<file path="src/rtl/battleship_pkg.sv">
`default_nettype none
// +----------------------------------------------------------------------------+
// | Package     : battleship_pkg                                               |
// | Description : Shared types and constants for the battleship game blocks:   |
// |               computer-attacker state encoding, default board size, LFSR   |
// |               tap mask and seed, and a popcount helper.                    |
// | Revision    : 1.0 - initial release                                        |
// +----------------------------------------------------------------------------+
package battleship_pkg;

   localparam int         DEF_BOARD_W   = 5;
   localparam int         DEF_BOARD_H   = 5;

   // Fibonacci taps for x^8 + x^6 + x^5 + x^4 + 1 (register bits 7, 5, 4, 3).
   localparam logic [7:0] LFSR_TAPS     = 8'hB8;
   localparam logic [7:0] DEF_LFSR_SEED = 8'hA5;

   typedef enum logic [2:0] {
      ST_IDLE     = 3'd0,
      ST_PICK     = 3'd1,
      ST_PROBE    = 3'd2,
      ST_FIRE     = 3'd3,
      ST_DONE     = 3'd4,
      ST_WAIT_LOW = 3'd5
   } pc_attacker_state_t;

   // Boards are at most 32 cells, so one fixed-width counter covers every size.
   function automatic logic [5:0] popcount32(input logic [31:0] v);
      logic [5:0] cnt;
      cnt = '0;
      for (int i = 0; i < 32; i++) begin
         cnt = cnt + {5'd0, v[i]};
      end
      return cnt;
   endfunction

endpackage
`default_nettype wire

</file>
<file path="src/rtl/pc_attacker_lfsr8.sv">
`default_nettype none
// +----------------------------------------------------------------------------+
// | Module      : lfsr8                                                        |
// | Description : Free-running 8-bit Fibonacci LFSR (x^8+x^6+x^5+x^4+1).       |
// |               Maximal length, so a non-zero seed never reaches zero.       |
// |               Shared by the attacker and random-placement logic.           |
// | Ports       : i_clk   - clock                                              |
// |               i_rst_n - asynchronous active-low reset (loads SEED)         |
// |               o_q     - current LFSR state                                 |
// | Revision    : 1.0 - initial release                                        |
// +----------------------------------------------------------------------------+
module lfsr8
   import battleship_pkg::*;
#(
   parameter logic [7:0] SEED = DEF_LFSR_SEED
) (
   input  logic       i_clk,
   input  logic       i_rst_n,
   output logic [7:0] o_q
);

   logic [7:0] r_q;
   logic       w_fb;

   assign w_fb = ^(r_q & LFSR_TAPS);

   always_ff @(posedge i_clk or negedge i_rst_n) begin
      if (!i_rst_n) begin
         r_q <= SEED;
      end else begin
         r_q <= {r_q[6:0], w_fb};
      end
   end

   assign o_q = r_q;

endmodule
`default_nettype wire

</file>
<file path="src/rtl/pc_attacker.sv">
`default_nettype none
// +----------------------------------------------------------------------------+
// | Module      : pc_attacker                                                  |
// | Description : Computer-opponent shot generator. On each pc_turn assertion  |
// |               picks an unshot cell (LFSR candidate, linear probe with      |
// |               wrap), fires one shot, updates shot/hit maps and counts down |
// |               the remaining player ship cells.                             |
// | Config      : PC_ATTACKER_HUNT_EN - after a hit, the next turn starts its  |
// |               search at the cell following the hit instead of the LFSR.    |
// | Ports       : i_clk, i_rst_n   - clock, asynchronous active-low reset      |
// |               i_load           - pulse: latch ship count, clear maps       |
// |               i_pc_turn        - level: request one shot                   |
// |               i_player_board   - occupancy, bit i = cell i                 |
// |               o_shot_valid     - pulse: shot fired this cycle              |
// |               o_shot_idx       - current/last shot cell                    |
// |               o_shot_hit       - shot cell occupied (with o_shot_valid)    |
// |               o_shot_map       - cells already fired on                    |
// |               o_hit_map        - cells fired on and occupied               |
// |               o_ships_left     - remaining unhit occupied cells            |
// |               o_turn_done      - pulse: turn finished                      |
// |               o_all_shot       - level: every cell fired on                |
// | Revision    : 1.0 - initial release                                        |
// +----------------------------------------------------------------------------+
module pc_attacker
   import battleship_pkg::*;
#(
   parameter  int         BOARD_W   = DEF_BOARD_W,
   parameter  int         BOARD_H   = DEF_BOARD_H,
   parameter  logic [7:0] LFSR_SEED = DEF_LFSR_SEED,
   localparam int         c_N       = BOARD_W * BOARD_H,
   localparam int         c_IDX_W   = (c_N > 1) ? $clog2(c_N) : 1,
   localparam int         c_CNT_W   = $clog2(c_N + 1)
) (
   input  logic               i_clk,
   input  logic               i_rst_n,
   input  logic               i_load,
   input  logic               i_pc_turn,
   input  logic [c_N-1:0]     i_player_board,
   output logic               o_shot_valid,
   output logic [c_IDX_W-1:0] o_shot_idx,
   output logic               o_shot_hit,
   output logic [c_N-1:0]     o_shot_map,
   output logic [c_N-1:0]     o_hit_map,
   output logic [c_CNT_W-1:0] o_ships_left,
   output logic               o_turn_done,
   output logic               o_all_shot
);

   localparam logic [c_IDX_W-1:0] c_LAST    = c_IDX_W'(c_N - 1);
   localparam logic [c_IDX_W:0]   c_N_EXT   = (c_IDX_W + 1)'(c_N);
   localparam logic [c_CNT_W-1:0] c_N_PROBE = c_CNT_W'(c_N);

   function automatic logic [c_IDX_W-1:0] wrap_inc(input logic [c_IDX_W-1:0] v);
      return (v == c_LAST) ? '0 : v + c_IDX_W'(1);
   endfunction

   pc_attacker_state_t   r_state;
   logic [c_IDX_W-1:0]   r_cand;
   logic [c_CNT_W-1:0]   r_probe;
   logic                 r_shot_valid;
   logic [c_IDX_W-1:0]   r_shot_idx;
   logic                 r_shot_hit;
   logic [c_N-1:0]       r_shot_map;
   logic [c_N-1:0]       r_hit_map;
   logic [c_CNT_W-1:0]   r_ships_left;
   logic                 r_turn_done;
   logic                 r_all_shot;

   logic [7:0]           w_lfsr;
   logic [c_IDX_W:0]     w_raw_ext;
   logic [c_IDX_W:0]     w_raw_sub;
   logic [c_IDX_W-1:0]   w_lfsr_cand;
   logic [c_IDX_W-1:0]   w_pick;
   logic                 w_unused_bits;

   lfsr8 #(
      .SEED (LFSR_SEED)
   ) u_lfsr (
      .i_clk   (i_clk),
      .i_rst_n (i_rst_n),
      .o_q     (w_lfsr)
   );

   // Low LFSR bits span [0, 2^IDX_W) and 2^IDX_W < 2N, so one conditional
   // subtraction folds the candidate into [0, N).
   assign w_raw_ext     = {1'b0, w_lfsr[c_IDX_W-1:0]};
   assign w_raw_sub     = w_raw_ext - c_N_EXT;
   assign w_lfsr_cand   = (w_raw_ext >= c_N_EXT) ? w_raw_sub[c_IDX_W-1:0]
                                                 : w_raw_ext[c_IDX_W-1:0];
   assign w_unused_bits = ^{w_lfsr[7:c_IDX_W], w_raw_sub[c_IDX_W]};

`ifdef PC_ATTACKER_HUNT_EN
   logic               r_hunt;
   logic [c_IDX_W-1:0] r_hunt_idx;

   assign w_pick = r_hunt ? wrap_inc(r_hunt_idx) : w_lfsr_cand;
`else
   assign w_pick = w_lfsr_cand;
`endif

   always_ff @(posedge i_clk or negedge i_rst_n) begin
      if (!i_rst_n) begin
         r_state      <= ST_IDLE;
         r_cand       <= '0;
         r_probe      <= '0;
         r_shot_valid <= 1'b0;
         r_shot_idx   <= '0;
         r_shot_hit   <= 1'b0;
         r_shot_map   <= '0;
         r_hit_map    <= '0;
         r_ships_left <= '0;
         r_turn_done  <= 1'b0;
         r_all_shot   <= 1'b0;
`ifdef PC_ATTACKER_HUNT_EN
         r_hunt       <= 1'b0;
         r_hunt_idx   <= '0;
`endif
      end else if (i_load) begin
         // A new board aborts any turn silently; park in WAIT_LOW if the
         // request is still up so the aborted request cannot fire later.
         r_state      <= i_pc_turn ? ST_WAIT_LOW : ST_IDLE;
         r_shot_valid <= 1'b0;
         r_turn_done  <= 1'b0;
         r_shot_map   <= '0;
         r_hit_map    <= '0;
         r_all_shot   <= 1'b0;
         r_ships_left <= c_CNT_W'(popcount32(32'(i_player_board)));
`ifdef PC_ATTACKER_HUNT_EN
         r_hunt       <= 1'b0;
`endif
      end else begin
         r_shot_valid <= 1'b0;
         r_turn_done  <= 1'b0;
         case (r_state)
            ST_IDLE: begin
               if (i_pc_turn) begin
                  r_state <= ST_PICK;
               end
            end
            ST_PICK: begin
               r_cand  <= w_pick;
               r_probe <= '0;
               r_state <= ST_PROBE;
            end
            ST_PROBE: begin
               // N failed probes means the start cell came round again.
               if (r_probe == c_N_PROBE) begin
                  r_all_shot  <= 1'b1;
                  r_turn_done <= 1'b1;
                  r_state     <= ST_DONE;
               end else if (!r_shot_map[r_cand]) begin
                  r_shot_valid <= 1'b1;
                  r_shot_idx   <= r_cand;
                  r_shot_hit   <= i_player_board[r_cand];
                  r_state      <= ST_FIRE;
               end else begin
                  r_cand  <= wrap_inc(r_cand);
                  r_probe <= r_probe + c_CNT_W'(1);
               end
            end
            ST_FIRE: begin
               r_shot_map[r_shot_idx] <= 1'b1;
               if (r_shot_hit) begin
                  r_hit_map[r_shot_idx] <= 1'b1;
                  if (r_ships_left != '0) begin
                     r_ships_left <= r_ships_left - c_CNT_W'(1);
                  end
               end
`ifdef PC_ATTACKER_HUNT_EN
               r_hunt     <= r_shot_hit;
               r_hunt_idx <= r_shot_idx;
`endif
               r_turn_done <= 1'b1;
               r_state     <= ST_DONE;
            end
            ST_DONE: begin
               r_state <= i_pc_turn ? ST_WAIT_LOW : ST_IDLE;
            end
            ST_WAIT_LOW: begin
               if (!i_pc_turn) begin
                  r_state <= ST_IDLE;
               end
            end
            default: begin
               r_state <= ST_IDLE;
            end
         endcase
      end
   end

   assign o_shot_valid = r_shot_valid;
   assign o_shot_idx   = r_shot_idx;
   assign o_shot_hit   = r_shot_hit;
   assign o_shot_map   = r_shot_map;
   assign o_hit_map    = r_hit_map;
   assign o_ships_left = r_ships_left;
   assign o_turn_done  = r_turn_done;
   assign o_all_shot   = r_all_shot;

endmodule
`default_nettype wire

</file>
<file path="config.mk">
export PLATFORM = sky130hd
export DESIGN_NAME = pc_attacker
export DESIGN_NICKNAME = d
export VERILOG_FILES = /design/src/rtl/battleship_pkg.sv /design/src/rtl/pc_attacker_lfsr8.sv /design/src/rtl/pc_attacker.sv
export SDC_FILE = /design/constraint.sdc
export NUM_CORES = 1
export LEC_CHECK = 0
export BUFFER_PORTS_ARGS = -buffer_cell sky130_fd_sc_hd__buf_4
export CAP_MARGIN = 15
export CORE_MARGIN = 4
export CORE_UTILIZATION = 30
export CTS_BUF_LIST = sky130_fd_sc_hd__clkbuf_2 sky130_fd_sc_hd__clkbuf_4 sky130_fd_sc_hd__clkbuf_8
export DETAILED_ROUTE_END_ITERATION = 7
export SYNTH_ARGS = -nofsm -noshare
export SYNTH_HDL_FRONTEND = slang
export SYNTH_SLANG_ARGS = --single-unit
</file>
<file path="constraint.sdc">
create_clock -name i_clk -period 5 [get_ports i_clk]
set_input_delay 0.5 -clock i_clk [delete_from_list [all_inputs] [get_ports i_clk]]
set_output_delay 0.5 -clock i_clk [all_outputs]
set_load 0.005 [all_outputs]
</file>
==> qor.csv, run 1 <==
metric,value,unit
I/O pin cnt,93,
CP required,5220,ps
Area after DPL,5580,um^2
Core ar.,15400,um^2
CP endpoint,o_ships_left[4],
vias per inst,4.84,
routed wire length,12600,um
Synth warnings,0,
initial DRC count,196,
P per Cell Area,356,nW/um^2
GRT Residual Overflow,0,
Clock Latency Late Sink,350,ps
Layout Nets,609,
largest net degree at the start of global routing,86,
Final period util,80.3,%
post-synth design cell area,4790,um^2
Reg2Reg Setup Slack,2290,ps
Setup crit start kind,primary input,
post-synthesis net count,525,
clock net sink count,85,
Max Fclk,249,MHz
DRC Markers,0,
Setup Viol. Count Final,0,
outcome,completed,
Worst-Margin Slew,1190,ps
drt pass-1 iters,5,
number of filler cells placed in the layout,1569,
"Slowest-stage cell, CP",fa_1,
crit path kind,primary input to register,
adder-cell share of the synthesized area,10.9,%
Max Cap Viol,0,
Lkg Pwr,0.00284,uW
compound-gate portion of the synthesized area,13.6,%
Clock Skew,16.1,ps
Avg WL per Cell,16.4,um
synth unique cells,52,
initial antenna violation count,0,
post-synthesis xor/xnor area fraction,1.65,%
final hold viol count,0,
chip height,134,um
CP max FO,2,
setup_tns,0,ps
R2R cell count,6,
HP Class,primary input to asynchronous set/reset pin,
Die ar.,18100,um^2
Port Buf Inserts,92,
vias in the first global route,3776,
"Async S/R FF share, synth",100,%
r2r endpoint,o_shot_hit,
Post-Synth Simple-Gate Area,12.5,%
gpl congestion,0.797,
Avg Synthesized Cell Area,10.3,um^2
register area share after synthesis,44.5,%
Initial Util,31.0,%
crit-path cells,buf_4 -> inv_1 -> fa_1 -> fa_1 -> fa_1 -> fa_1 -> fa_1 -> inv_1 -> fa_1 -> inv_1 -> fa_1 -> inv_1 -> a21o_1 -> a21oi_1 -> mux2i_1,
CTS H-tree depth,3,
deepest clock path buffer count,2,
CP max stage delay,560,ps
RSZ-0062 raised after global routing,false,
ANT nets after route,0,
layout cells sized above 1,24.7,%
multi-input logic area,2270,um^2
setup bufs post-CTS,0,
post-synthesis mux area share,8.75,%
final instance area,5810,um^2
first-pass GRT wire length,20100,um
FF-to-FF Start,r_cand[0],
"most used cell, CP",fa_1,
CTS tree,yes,
clock root cell,clkbuf_8,
clock slew at reported path FFs,100,ps
CTS Hold Buffers Added,0,
Reg area,2130,um^2
Vias,3700,
CTS Buf Count,9,
launch point of the worst path,i_player_board[0],
gr usage total,13.9,%
Antenna Cells,0,
Post-synth top flop,dfrtp_1,
DP HPWL,9360,um
die width,134,um
Mapped Cells,465,
Layout area overhead,21.4,%
"EDFF count, synth",0,
VDD IR max,0.221,mV
"FF+latch count, synth",85,
Pins Over Slew Limit,0,
CP arrival,4230,ps
FP Rows,45,
Tmin final,4010,ps
largest family of logic cells by synthesized area,compound AO/OA/AOI/OAI gates,
post-cts sizing count,0,
slew margin rel.,20.6,%
Crit. End Element,register,
report_power, final:
part	internal, uW	total, uW	leakage, uW	switching, uW
sequential	734	814	0.00115	79.9
clock	238	507	0.0000944	269
combinational	363	750	0.00159	387
total	1330	2070	0.00284	736
worst min path at each step:
stage / startpoint / to / slack (ps) / cells past startpoint
after floorplan: i_rst_n / o_all_shot / 200 / 0
after global placement: u_lfsr.o_q[6] / u_lfsr.o_q[7] / 340 / 0
after detailed placement: u_lfsr.o_q[6] / u_lfsr.o_q[7] / 340 / 0
after CTS: i_rst_n / o_hit_map[4] / 370 / 1
after global routing: i_rst_n / o_hit_map[4] / 140 / 1
final: i_rst_n / o_hit_map[4] / 120 / 1
final cells by class:
type | count | area share, %
Clock inverter | 7 | 1.40
Sequential cell | 85 | 36.7
Inverter | 54 | 3.49
Multi-Input combinational cell | 303 | 39.0
Clock buffer | 9 | 2.13
Timing Repair Buffer | 96 | 12.7
Tap cell | 211 | 4.54
per-layer routing:
metal	GRT usage [%]	routed length, um
met5	0	0
met4	3.85	206
met3	1.84	531
met2	22.7	6140
met1	19.4	5680
cells in the final DEF (no fill, tap or decap), types with 12 or more instances in the layout:
cell type,Yosys,routed
nand2_1,15,15
a21oi_1,60,60
o21ai_0,12,12
dfrtp_1,81,81
buf_4,0,95
ha_1,13,13
fa_1,18,18
inv_1,54,54
nor2_1,68,68
critical path: cells and delay by family:
kind | cells | cell delay, ps
buffers and inverters | 5 | 310
muxes | 1 | 80
AOI/OAI and AO/OA | 2 | 270
adders and majority gates | 7 | 3060
through the flow:
stage	hold WS (ps)	power, uW	utilization [%]	instances	setup slack (ps)
final	117	2070	37.7	765	987
after global routing	144	2240	37.7	765	822
after CTS	371	2100	37.5	764	958
after detailed placement	343	1590	36.2	748	568
after global placement	342	1560	36.1	747	649
after floorplan	204	1360	-	465	848
Yosys cell counts, types with 7 or more instances:
library cell / number / area share (%)
a21oi_1: 60 / 6.3
ha_1: 13 / 3.4
nor2_1: 68 / 5.3
mux2i_1: 10 / 2.1
nor3_1: 10 / 1.0
dfrtp_1: 81 / 42
inv_1: 54 / 4.2
clkbuf_1: 11 / 0.86
nand3_1: 8 / 0.84
fa_1: 18 / 7.5
o21ai_0: 12 / 1.3
a31oi_1: 8 / 1.0
nand2_1: 15 / 1.2
mux4_2: 7 / 3.3
flip-flops by register name (all words and copies together) (netlist names):
signal and cells:
o_all_shot 1, r_probe 5, u_lfsr.o_q 8, o_ships_left 5, o_shot_hit 1, o_shot_idx 5, o_shot_map 25, r_cand 5
o_hit_map 25, o_shot_valid 1, o_turn_done 1, r_state 3
kinds of logic after synthesis:
| logic type | after synthesis |
|---|---|
| adder cells (fa/ha/maj) | 31 |
| AO/OA/AOI/OAI | 107 |
| flip-flops | 85 |
| AND/OR/NAND/NOR | 129 |
| multiplexers | 27 |
| buffers and inverters | 77 |
| XOR/XNOR | 9 |
Power figures use the tool's default switching activity.
==> run 2: changes to the inputs <==
==> constraint.sdc (replaced) <==
create_clock -name i_clk -period 3.95 [get_ports i_clk]
set_input_delay 0.395 -clock i_clk [delete_from_list [all_inputs] [get_ports i_clk]]
set_output_delay 0.395 -clock i_clk [all_outputs]
set_load 0.005 [all_outputs]
==> run 2 against run 1 <==
First-iteration DRC count up 21%. Design area up 0.90%. Global-route usage about the same. Critical path depth unchanged. Final cell count up 0.78%. Register-to-register slack worse by 1100 ps. Non-clock buffer count up 6. Die area unchanged. Critical path type unchanged. Critical endpoint unchanged. Largest cell class unchanged. Largest power group unchanged.
==> qor.csv, run 2 (same netlist as run 1, synthesis figures left out) <==
metric,value,unit,change
layout cells sized above 1,26.1,%,+1.3 points
final hold viol count,0,,unchanged
RSZ-0062 raised after global routing,false,,
chip height,134,um,unchanged
final instance area,5870,um^2,+0.90%
number of filler cells placed in the layout,1536,,-2.1%
Layout area overhead,22.5,%,
Layout Nets,615,,+0.99%
most frequent cells in the layout,"buf_4, dfrtp_1, nor2_1",,
Antenna Cells,0,,unchanged
first-pass GRT wire length,20100,um,-0.31%
post-layout util,38.0,%,+0.34 points
gpl congestion,0.755,,-5.2%
DP HPWL,9060,um,-3.2%
vias per inst,4.80,,-0.81%
Port Buf Inserts,92,,unchanged
Die ar.,18100,um^2,unchanged
CP arrival,4050,ps,-180 ps
CP required,4170,ps,-1050 ps
Clock Latency Late Sink,360,ps,about the same
initial DRC count,238,,+21%
"most used cell, CP",fa_1,,
Initial Util,31.0,%,unchanged
outcome,completed,,
HP Class,primary input to register,,
largest net degree at the start of global routing,86,,unchanged
CTS H-tree depth,3,,unchanged
crit-path cells,buf_4 -> inv_1 -> fa_1 -> fa_1 -> fa_1 -> fa_1 -> fa_1 -> inv_1 -> fa_2 -> inv_2 -> fa_2 -> inv_1 -> a21o_1 -> a21oi_2 -> mux2i_1,,
die width,134,um,unchanged
Area after DPL,5620,um^2,+0.63%
ANT nets after route,0,,unchanged
Avg WL per Cell,15.9,um,-2.9%
Setup Viol. Count Final,0,,unchanged
VDD IR max,0.262,mV,+19%
Core ar.,15400,um^2,unchanged
drt pass-1 iters,4,,-1
Setup crit start kind,primary input,,
"Slowest-stage cell, CP",fa_1,,
vias in the first global route,3722,,-1.4%
gr usage total,13.9,%,about the same
Crit. End Element,register,,
I/O pin cnt,93,,unchanged
slew margin rel.,29.2,%,+8.6 points
"commonest non-fill, non-tap cell in the layout",buf_4,,
Lkg Pwr,0.00287,uW,+1.2%
initial antenna violation count,0,,unchanged
CP max stage delay,550,ps,about the same
Pins Over Slew Limit,0,,unchanged
CTS tree,yes,,
CP max FO,2,,unchanged
routed wire length,12300,um,-2.1%
DRC Markers,0,,unchanged
Max Fclk,261,MHz,
clock root cell,clkbuf_8,,
Final period util,96.8,%,
deepest clock path buffer count,2,,unchanged
Worst-Margin Slew,1050,ps,-134 ps
Vias,3699,,-0.027%
Max Cap Viol,0,,unchanged
crit path kind,primary input to register,,
clock net sink count,85,,unchanged
FP Rows,45,,unchanged
CTS Buf Count,9,,unchanged
Tmin final,3820,ps,
GRT Residual Overflow,0,,unchanged
P per Cell Area,459,nW/um^2,+29%
clock slew at reported path FFs,90,ps,about the same
Clock Skew,9.45,ps,-6.64 ps
run 2: cell types whose count changed in the layout (fill, tap and decap cells not counted), sizes merged:
cell,delta
buf,+5
clkinvlp,-2
clkinv,+1
inv,+1
dlygate4sd3,+1
run 2: metrics by stage:
step / power, uW / TNS [ps] / std cells / setup slack (ps) / hold WS [ps]
floorplan: 1730 / -44.0 / 465 / -44.0 / 99.4
global placement: 2030 / -910 / 752 / -265 / 338
detailed placement: 2060 / -997 / 752 / -294 / 347
CTS: 2720 / 0 / 768 / 98.3 / 252
global route: 2900 / 0 / 771 / 3.15 / 342
finish: 2700 / 0 / 771 / 125 / 337
run 2: area by class of cell:
cell class / instances / area [um^2] / area share, %
multi-input cells: 303 / 2280 / 38.8
repair buffers: 102 / 786 / 13.4
clock buffers: 9 / 124 / 2.11
clock inverters: 7 / 80.1 / 1.36
well taps: 211 / 264 / 4.50
inverters: 54 / 203 / 3.45
flip-flops and latches: 85 / 2130 / 36.3
run 2: final timing paths:
path                                   start         endpoint  slack [ps]  depth (start not counted)
min in group asynchronous            i_rst_n     o_hit_map[4]         430                          2
min                                i_pc_turn       r_state[2]         340                          3
max reg2reg                        r_cand[0]       o_shot_hit        1230                          6
max in group asynchronous            i_rst_n    u_lfsr.o_q[7]        2860                          3
min reg2reg                    u_lfsr.o_q[6]    u_lfsr.o_q[7]         370                          0
max                        i_player_board[5]  o_ships_left[4]         130                         15
run 2: power by group:
part           internal, uW  switching, uW  leakage [uW]
registers               929            102       0.00115
clock network           303            347      0.000103
logic                   514            501       0.00162
run 2: what timing repair did:
action | 4_1_cts | 5_1_grt
hold endpoints to repair | 0 | 14
setup buffers | 0 | 0
hold buffers | 0 | 1
endpoints found under the setup margin | 0 | 1
resized for setup | 0 | 1
run 2: layer usage:
metal	GRT usage [%]	wire [um]	vias up
met5	0	0	-
met4	4.58	217	0
met3	2.25	528	16
met2	21.3	5800	91
met1	19.9	5750	1836
li1	-	-	1756
run 2: worst max-delay path: cells and delay by family:
kind / cells / cell delay, ps
multiplexers: 1 / 70
buffers and inverters: 5 / 270
adder cells (fa/ha/maj): 7 / 3020
AO/OA/AOI/OAI: 2 / 260
